===== config.mk =====
export PLATFORM = sky130hd
export DESIGN_NAME = struct_record_fifo
export DESIGN_NICKNAME = d
export VERILOG_FILES = /design/src/rtl/struct_record_pkg.sv /design/src/rtl/struct_record_mem.sv /design/src/rtl/struct_record_fifo.sv
export SDC_FILE = /design/constraint.sdc
export NUM_CORES = 1
export LEC_CHECK = 0
export CAP_MARGIN = 20
export CELL_PAD_IN_SITES_DETAIL_PLACEMENT = 0
export CELL_PAD_IN_SITES_GLOBAL_PLACEMENT = 1
export CORE_MARGIN = 4
export CORE_UTILIZATION = 30
export CTS_BUF_LIST = sky130_fd_sc_hd__clkbuf_16
export DETAILED_ROUTE_END_ITERATION = 16
export PLACE_DENSITY = 0.6
export SLEW_MARGIN = 20
export SYNTH_ARGS = -nofsm -noshare
export SYNTH_HDL_FRONTEND = slang
export SYNTH_SLANG_ARGS = --single-unit

===== constraint.sdc =====
create_clock -name clk -period 2.1 [get_ports clk]
set_input_delay 0.21 -clock clk [delete_from_list [all_inputs] [get_ports clk]]
set_output_delay 0.21 -clock clk [all_outputs]
set_load 0.1 [all_outputs]

===== src/rtl/struct_record_pkg.sv =====
// Shared record type, default widths and parity helper for struct_record_fifo.
// Optional head-parity checking is enabled with STRUCT_RECORD_PARITY_EN.
`ifndef STRUCT_RECORD_PKG_SV
`define STRUCT_RECORD_PKG_SV

// Declares a {xx, yy, zz} record struct for arbitrary widths inside a parametrised scope.
`define STRUCT_RECORD_T(name, xw, zw) \
  typedef struct packed { \
    logic [(xw)-1:0] xx; \
    logic            yy; \
    logic [(zw)-1:0] zz; \
  } name;

package struct_record_pkg;
  localparam int DEF_DEPTH = 4;
  localparam int DEF_XX_W  = 8;
  localparam int DEF_ZZ_W  = 16;
  // Widest record the parity helper covers; narrower records are zero-extended.
  localparam int PAR_MAX_W = 64;

  `STRUCT_RECORD_T(record_t, DEF_XX_W, DEF_ZZ_W)

  function automatic logic rec_parity(input logic [PAR_MAX_W-1:0] bits);
    return ^bits;
  endfunction
endpackage

`endif


===== src/rtl/struct_record_mem.sv =====
// DEPTH x record register array: full-record write, zz-only write, async read.
// Parity storage exists only when STRUCT_RECORD_PARITY_EN is defined.
module struct_record_mem
  import struct_record_pkg::*;
#(
  parameter int DEPTH = DEF_DEPTH,
  parameter int XX_W  = DEF_XX_W,
  parameter int ZZ_W  = DEF_ZZ_W,
  localparam int AW   = $clog2(DEPTH),
  localparam int RW   = XX_W + 1 + ZZ_W
) (
  input  logic            clk,
  input  logic            rst,
  input  logic            wr_en,
  input  logic [AW-1:0]   wr_addr,
  input  logic [RW-1:0]   wr_rec,
  input  logic            zz_en,
  input  logic [AW-1:0]   zz_addr,
  input  logic [ZZ_W-1:0] zz_data,
`ifdef STRUCT_RECORD_PARITY_EN
  input  logic            wr_par,
  input  logic            zz_par,
  output logic            rd_par,
`endif
  input  logic [AW-1:0]   rd_addr,
  output logic [RW-1:0]   rd_rec
);
  `STRUCT_RECORD_T(rec_t, XX_W, ZZ_W)

  rec_t mem_q [DEPTH];

  // The two write ports never target the same entry; the top guarantees it.
  always_ff @(posedge clk) begin
    if (rst) begin
      for (int i = 0; i < DEPTH; i++) mem_q[i] <= '0;
    end else begin
      if (wr_en) mem_q[wr_addr] <= wr_rec;
      if (zz_en) mem_q[zz_addr].zz <= zz_data;
    end
  end

  assign rd_rec = mem_q[rd_addr];

`ifdef STRUCT_RECORD_PARITY_EN
  logic [DEPTH-1:0] par_q;

  always_ff @(posedge clk) begin
    if (rst) begin
      par_q <= '0;
    end else begin
      if (wr_en) par_q[wr_addr] <= wr_par;
      if (zz_en) par_q[zz_addr] <= zz_par;
    end
  end

  assign rd_par = par_q[rd_addr];
`endif
endmodule


===== src/rtl/struct_record_fifo.sv =====
// Valid/ready record FIFO with an in-place patch port for the head entry's zz tag.
// Define STRUCT_RECORD_PARITY_EN to store and check an even-parity bit per entry.
module struct_record_fifo
  import struct_record_pkg::*;
#(
  parameter int DEPTH = DEF_DEPTH,
  parameter int XX_W  = DEF_XX_W,
  parameter int ZZ_W  = DEF_ZZ_W,
  localparam int CW   = $clog2(DEPTH + 1)
) (
  input  logic            clk,
  input  logic            rst,
  input  logic            in_valid,
  output logic            in_ready,
  input  logic [XX_W-1:0] in_xx,
  input  logic            in_yy,
  input  logic [ZZ_W-1:0] in_zz,
  output logic            out_valid,
  input  logic            out_ready,
  output logic [XX_W-1:0] out_xx,
  output logic            out_yy,
  output logic [ZZ_W-1:0] out_zz,
  input  logic            patch_valid,
  input  logic [ZZ_W-1:0] patch_zz,
  output logic            patch_lost,
  output logic [CW-1:0]   count,
  output logic            out_perr
);
  localparam int AW = $clog2(DEPTH);
  localparam int RW = XX_W + 1 + ZZ_W;

  `STRUCT_RECORD_T(rec_t, XX_W, ZZ_W)

  // Handshake: a transfer happens on a side exactly when valid && ready in the same
  // cycle; ready depends only on registered occupancy, never on the other side.
  logic [AW-1:0] wr_ptr, rd_ptr;
  logic [CW-1:0] count_q;
  logic          patch_lost_q;
  logic          push, pop, patch_ok;
  rec_t          in_rec, head;
  logic [RW-1:0] head_bits;

  assign in_ready  = count_q < CW'(DEPTH);
  assign out_valid = count_q != '0;
  assign push      = in_valid & in_ready;
  assign pop       = out_valid & out_ready;
  assign patch_ok  = patch_valid & out_valid & ~pop;
  assign in_rec    = {in_xx, in_yy, in_zz};

  always_ff @(posedge clk) begin
    if (rst) begin
      wr_ptr       <= '0;
      rd_ptr       <= '0;
      count_q      <= '0;
      patch_lost_q <= 1'b0;
    end else begin
      if (push) wr_ptr <= wr_ptr + AW'(1);
      if (pop)  rd_ptr <= rd_ptr + AW'(1);
      case ({push, pop})
        2'b10:   count_q <= count_q + CW'(1);
        2'b01:   count_q <= count_q - CW'(1);
        default: count_q <= count_q;
      endcase
      patch_lost_q <= patch_valid & ~patch_ok;
    end
  end

`ifdef STRUCT_RECORD_PARITY_EN
  logic wr_par, zz_par, rd_par;
  rec_t patched;

  assign patched  = {head.xx, head.yy, patch_zz};
  assign wr_par   = rec_parity(PAR_MAX_W'(in_rec));
  assign zz_par   = rec_parity(PAR_MAX_W'(patched));
  assign out_perr = out_valid & (rec_parity(PAR_MAX_W'(head)) != rd_par);
`else
  assign out_perr = 1'b0;
`endif

  struct_record_mem #(
    .DEPTH (DEPTH),
    .XX_W  (XX_W),
    .ZZ_W  (ZZ_W)
  ) u_mem (
    .clk     (clk),
    .rst     (rst),
    .wr_en   (push),
    .wr_addr (wr_ptr),
    .wr_rec  (in_rec),
    .zz_en   (patch_ok),
    .zz_addr (rd_ptr),
    .zz_data (patch_zz),
`ifdef STRUCT_RECORD_PARITY_EN
    .wr_par  (wr_par),
    .zz_par  (zz_par),
    .rd_par  (rd_par),
`endif
    .rd_addr (rd_ptr),
    .rd_rec  (head_bits)
  );

  assign head       = head_bits;
  assign out_xx     = head.xx;
  assign out_yy     = head.yy;
  assign out_zz     = head.zz;
  assign patch_lost = patch_lost_q;
  assign count      = count_q;
endmodule


# --- Yosys cells after proc, flatten, opt, wreduce, memory -nomap -nowiden ---
# Memory sizes are Yosys's and may differ from the RTL's. A register that Yosys moved wholly into a read port is not among the register bits.
# Index checks and enable logic that the tools add are counted.
word_totals:
  reg_bits: 8
  ram_bits: 100
  inputBits: 46
  output_inout_bits: 32
  word_cells: 40
  mem_count: 1
op_classes:
  n_addsub: 4
  n_lt_le_gt_ge: 1
  eq_ne: 2
  muxes: 17
  bitwise_logic: 7
  reduce_logical: 4
mem_list:
  columns: ["name", "words", "width", "read_ports", "rd_ports_with_merged_regs", "wr", "line", "source"]
  rows:
  - ["u_mem.mem_q", 4, 25, 1, 1, 4, "struct_record_mem.sv:30", "rec_t mem_q [DEPTH];"]
op_table:
  columns: ["cell", "n"]
  rows:
  - ["25-bit 2-to-1 mux", 2]
  - ["25-bit OR reduction", 2]
  - ["2-bit 2-to-1 mux", 5]
  - ["1-bit 2-to-1 mux", 9]
  - ["3-bit case mux with 2 select lines", 1]
  - ["1-bit bitwise AND", 5]
  - ["2-bit by 1-bit adder with 2-bit output (second input constant)", 2]
  - ["3-bit by 1-bit adder with 3-bit output (second input constant)", 1]
  - ["3-bit less-than comparator (second input constant)", 1]
  - ["3-bit nonzero test", 1]
  - ["3-bit by 1-bit subtractor with 3-bit output (second input constant)", 1]
  - ["2-bit by 1-bit equality test with 1-bit output (second input constant)", 1]
  - ["2-bit equality test (second input constant)", 1]
  - ["1-bit NOT", 2]
  - ["2-bit nonzero test", 1]

# --- Longest topological paths before layout ---
logic_depth:
  word_depth: 9
  depth_mapped: 9
  mapped_depth_nobuf: 8

# --- Hierarchy ---
# From an unflattened synthesis, not the netlist that was laid out.
unflattened:
  cells_unflattened: 316
  area_unflattened_um2: 5109.9
modules_own_cells:
  columns: ["module", "n_inst", "cells_per_inst", "area_each_um2", "seq_area_each_um2"]
  rows:
  - ["struct_record_mem", 1, 270, 4722.0, 3002.9]
  - ["struct_record_fifo", 1, 46, 387.9, 160.2]

# --- Worst setup path after synthesis ---
# No wires, ideal clock.
synth_timing:
  kind: "flip-flop to flip-flop"
  from: "register count_q[2] (netlist: count[2])"
  to: "register count_q[2] (netlist: count[2])"
  setup_ps: 70
  arrival_time_ps: 2655
  required_ps: 2030
  path_slack_ps: -625
  path_stages_with_launch: 10
  path_buffers: 1
  path_cell_list: "dfxtp_1 -> buf_2 -> o31ai_1 -> inv_1 -> ha_1 -> inv_1 -> fa_1 -> xor2_1 -> or3_1 -> a21oi_1"
synth_between:
  elab_chain_len: 4
  elab_cells_between_ends: 10
  classes_between: "add/sub (2); order compare (1); eq/ne (2); mux (1); bitwise (2); reduce/logical (2)"
synth_lines:
  columns: ["item", "line", "source"]
  rows:
  - ["from (decl)", "struct_record_fifo.sv:37", "logic [CW-1:0] count_q;"]
  - ["from (signal assigned)", "struct_record_fifo.sv:60", "2'b10: count_q <= count_q + CW'(1);"]
  - ["from (signal assigned)", "struct_record_fifo.sv:61", "2'b01: count_q <= count_q - CW'(1);"]
  - ["from (signal assigned)", "struct_record_fifo.sv:62", "default: count_q <= count_q;"]
  - ["3-bit nonzero test (*)", "struct_record_fifo.sv:44", "assign out_valid = count_q != '0;"]
  - ["1-bit bitwise AND (*)", "struct_record_fifo.sv:46", "assign pop = out_valid & out_ready;"]
  - ["net pop", "struct_record_fifo.sv:39", "logic push, pop, patch_ok;"]
  - ["2-bit by 1-bit equality test with 1-bit output / 2-bit equality test (equally long branches)", "struct_record_fifo.sv:59", "case ({push, pop})"]
  - ["3-bit case mux with 2 select lines / 2-bit nonzero test (equally long branches)", null, null]
# The timed path passes the listed nets; every way through them passes the cells marked *.
# A chain may end at the register's enable or synchronous reset.

==> flow_summary_export.csv <==
group,metric,value,unit
timing,hold_viol,0,
yosys,ys_ff_latch,110,
grt,antenna_found_initial,0,
grt,grt.overflow.total,0,
final_layout,fin_nets,548,
yosys,ys_types,37,
grt,grt_max_degree,19,
detailed_routing,wl_per_cell,19.59,um
final_layout,final_cells,735,
timing,setup_ws,108.4,ps
power,p_seq_share,29.5,%
power,power_density,1337,mW/mm2
timing,clock_skew,3.817,ps
timing,slew_viol_final,0,
yosys,avgSynthCellArea,14.14,um2
detailed_routing,viasPerCell,4.747,
yosys,syn_nets,456,
power,clockPowerShare,18.5,%
run,max-cap-violations,0,
clock_network,h-tree-depth,3,
timing,rsz0062_at_grt,"false",
worst_setup_path,crit_type,"reg2out",
timing,min_period,1992,ps
grt,grt_pass1_wl,22640,um
power,p_sw_share,42.48,%
yosys,synthAdderAreaFrac,1.445,%
yosys,yosysTopAreaCellShare,52.56,%
timing,worstMarginPinSlew,875.0,ps
clock_network,clockRootBuffer,"clkbuf_16",
timing,fmax,0.5021,GHz
final_layout,area_delta_synth_final,32.22,%
place,dp.cells,719,
final_layout,drive_gt1_share,36.73,%
min_path,holdCritStartpoint,"wr_ptr[1]",
yosys,synth_compound_area_share,0.5694,%
yosys,synth_xor_area_share,0.6132,%
worst_setup_path,r2r_slack,180,ps
yosys,synth.cell_area,0.005713,mm2
detailed_routing,via_count,3489,
timing,slew_headroom,41.18,%
yosys,synthMuxAreaShare,22.47,%
yosys,synthSimpleGateAreaFrac,15.62,%
detailed_routing,drtIter0Drc,180,
grt,grtUsageTotal,13.93,%
power,comb_power_share,52.0,%
place,post-dp-hpwl,9424,um
power,ir_drop,979.1,uV
worst_setup_path,critPathRequiredTime,1890,ps
place,portBuffers,76,
final_layout,insertedDiodeCount,0,
timing,finalCritPeriodShare,94.84,%
worst_setup_path,reg2reg_from,"count[2]",
clock_network,clock-sinks,110,
power,internal_power,5809,uW
power,p_total,10100,uW
min_path,hp-class,"reg2reg",
yosys,async_flop_share,0,%
clock_network,numCtsBuffers,9,
place,place_congestion,0.7073,
grt,grt_pass1_vias,3877,
floorplan,fp.dieH,146.0,um
yosys,synth_ff_type,"edfxtp_1",
worst_setup_path,cp.arrival,1780,ps
yosys,netlist_instances,404,
timing,setup_viol,0,
clock_network,insertion_delay,350,ps
clock_network,path_clk_slew,70,ps
worst_setup_path,start_kind,"flop",
clock_network,clock_path_buffers,2,
floorplan,core_region_area,0.01871,mm2
clock_network,cts_tree,"built",
detailed_routing,route.detailed.drc,0,
floorplan,pin_count,78,
yosys,yosys.area.top_type,"edfxtp_1",
worst_setup_path,cp_max_fo,7,
floorplan,start_util,30.54,%
yosys,ys_seq_area_share,56.07,%
outcome,status,"finished clean",
detailed_routing,final_antenna_net_count,0,
yosys,synth_top_family_by_area,"multiplexers",
yosys,synth-edff-count,100,
detailed_routing,totalWireLength,14400,um
detailed_routing,first_pass_iters,4,
floorplan,rows,50,
floorplan,die-area,0.02131,mm2
place,dpl_worst_slack,-57.61,ps
yosys,netlist_top_cells_area,"edfxtp_1 53%, mux2_2 11%, mux4_2 9.9%",
worst_setup_path,cp-end-kind,"output pin",
power,p_sw,4291,uW
yosys,ys_warn_count,0,
floorplan,die_w,146.0,um
clock_network,ctsHoldBuffers,0,
power,static-leakage-power,0.002881,uW
==> flip-flops by register name, indices dropped and copies added, names as in the netlist, named ones only <==
register	count
wr_ptr	2
rd_ptr	2
count	3
patch_lost	1
u_mem.mem_q	100
==> cells in the final DEF (no fill, tap or decap), types with 5 or more instances in the layout <==
master,instances
edfxtp_1,100
nor2_1,62
mux2_2,54
clkdlybuf4s50_1,45
and2_1,36
buf_12,36
mux4_2,25
buf_4,25
nand2b_1,22
nor2_2,10
mux2_1,10
clkbuf_16,9
inv_1,7
dfxtp_1,6
ha_1,5
==> power groups by stage <==
stage	sequential, uW	combinational (uW)	clock (uW)
3_3_place_gp	3020	5300	0
5_1_grt	3030	5470	2010
2_1_floorplan	3100	3300	0
6_report	2980	5250	1870
4_1_cts	2990	5330	1920
3_5_place_dp	3030	5310	0
==> cells in the mapped netlist, types with 3 or more instances <==
cell type  count
edfxtp_1     100
nor2_1        62
mux2_2        54
and2_1        36
nand2b_1      26
mux4_2        25
dfxtp_1       10
mux2_1        10
nor2_2        10
buf_2          9
inv_1          7
clkbuf_1       6
buf_4          5
ha_1           5
a21oi_1        4
and4bb_2       4
buf_6          4
nand2_4        3
xor2_1         3
==> final cells by class <==
| cell class | count | area, um2 |
|---|---|---|
| timing repair buffer | 106 | 1359 |
| clock inverter | 7 | 95.09 |
| multi-input combinational | 262 | 2340 |
| fill | 1710 | 11150 |
| sequential | 110 | 3216 |
| clock buffer | 9 | 225.2 |
| tap | 234 | 292.8 |
| inverter | 7 | 26.28 |
==> critical path, cell delays in order (launching register included) <==
cell	delay (ps)
dfxtp_4	470
buf_4	210
mux4_2	560
buf_12	190
==> metrics by stage <==
step	utilization (%)	TNS (ps)	instance area, um2	hold WS [ps]
finish	40.38	0	7553	520.9
detailed placement	38.66	-60.80	7231	512.9
floorplan	-	-86.43	5732	375.8
global placement	38.66	0	7231	509.0
global route	40.38	0	7553	554.4
CTS	40.38	0	7553	523.1
==> cells by family after synthesis <==
logic type / after synthesis
simple gates: 156
flops: 110
mux: 89
buf+inv: 32
fa+ha+maj: 6
compound gates: 6
xor+xnor: 4
other cells: 1
==> final timing paths <==
check / depth (start not counted) / to
hold / removal: 2 / wr_ptr[1]
setup / recovery: 3 / out_yy
setup reg to reg: 3 / u_mem.mem_q[2][10]
hold reg to reg: 2 / wr_ptr[1]
==> per-layer routing <==
layer,share of wire [%],global-route usage (%)
met1,44,17.98
met2,51,24.17
met3,3.4,2.055
met4,1.6,4.468
met5,0,0
==> what timing repair did <==
action | 4_1_cts | 5_1_grt
resized for setup | 1 | 0
setup buffers | 0 | 0
setup endpoints to repair | 15 | 0
Power figures use the tool's default switching activity.
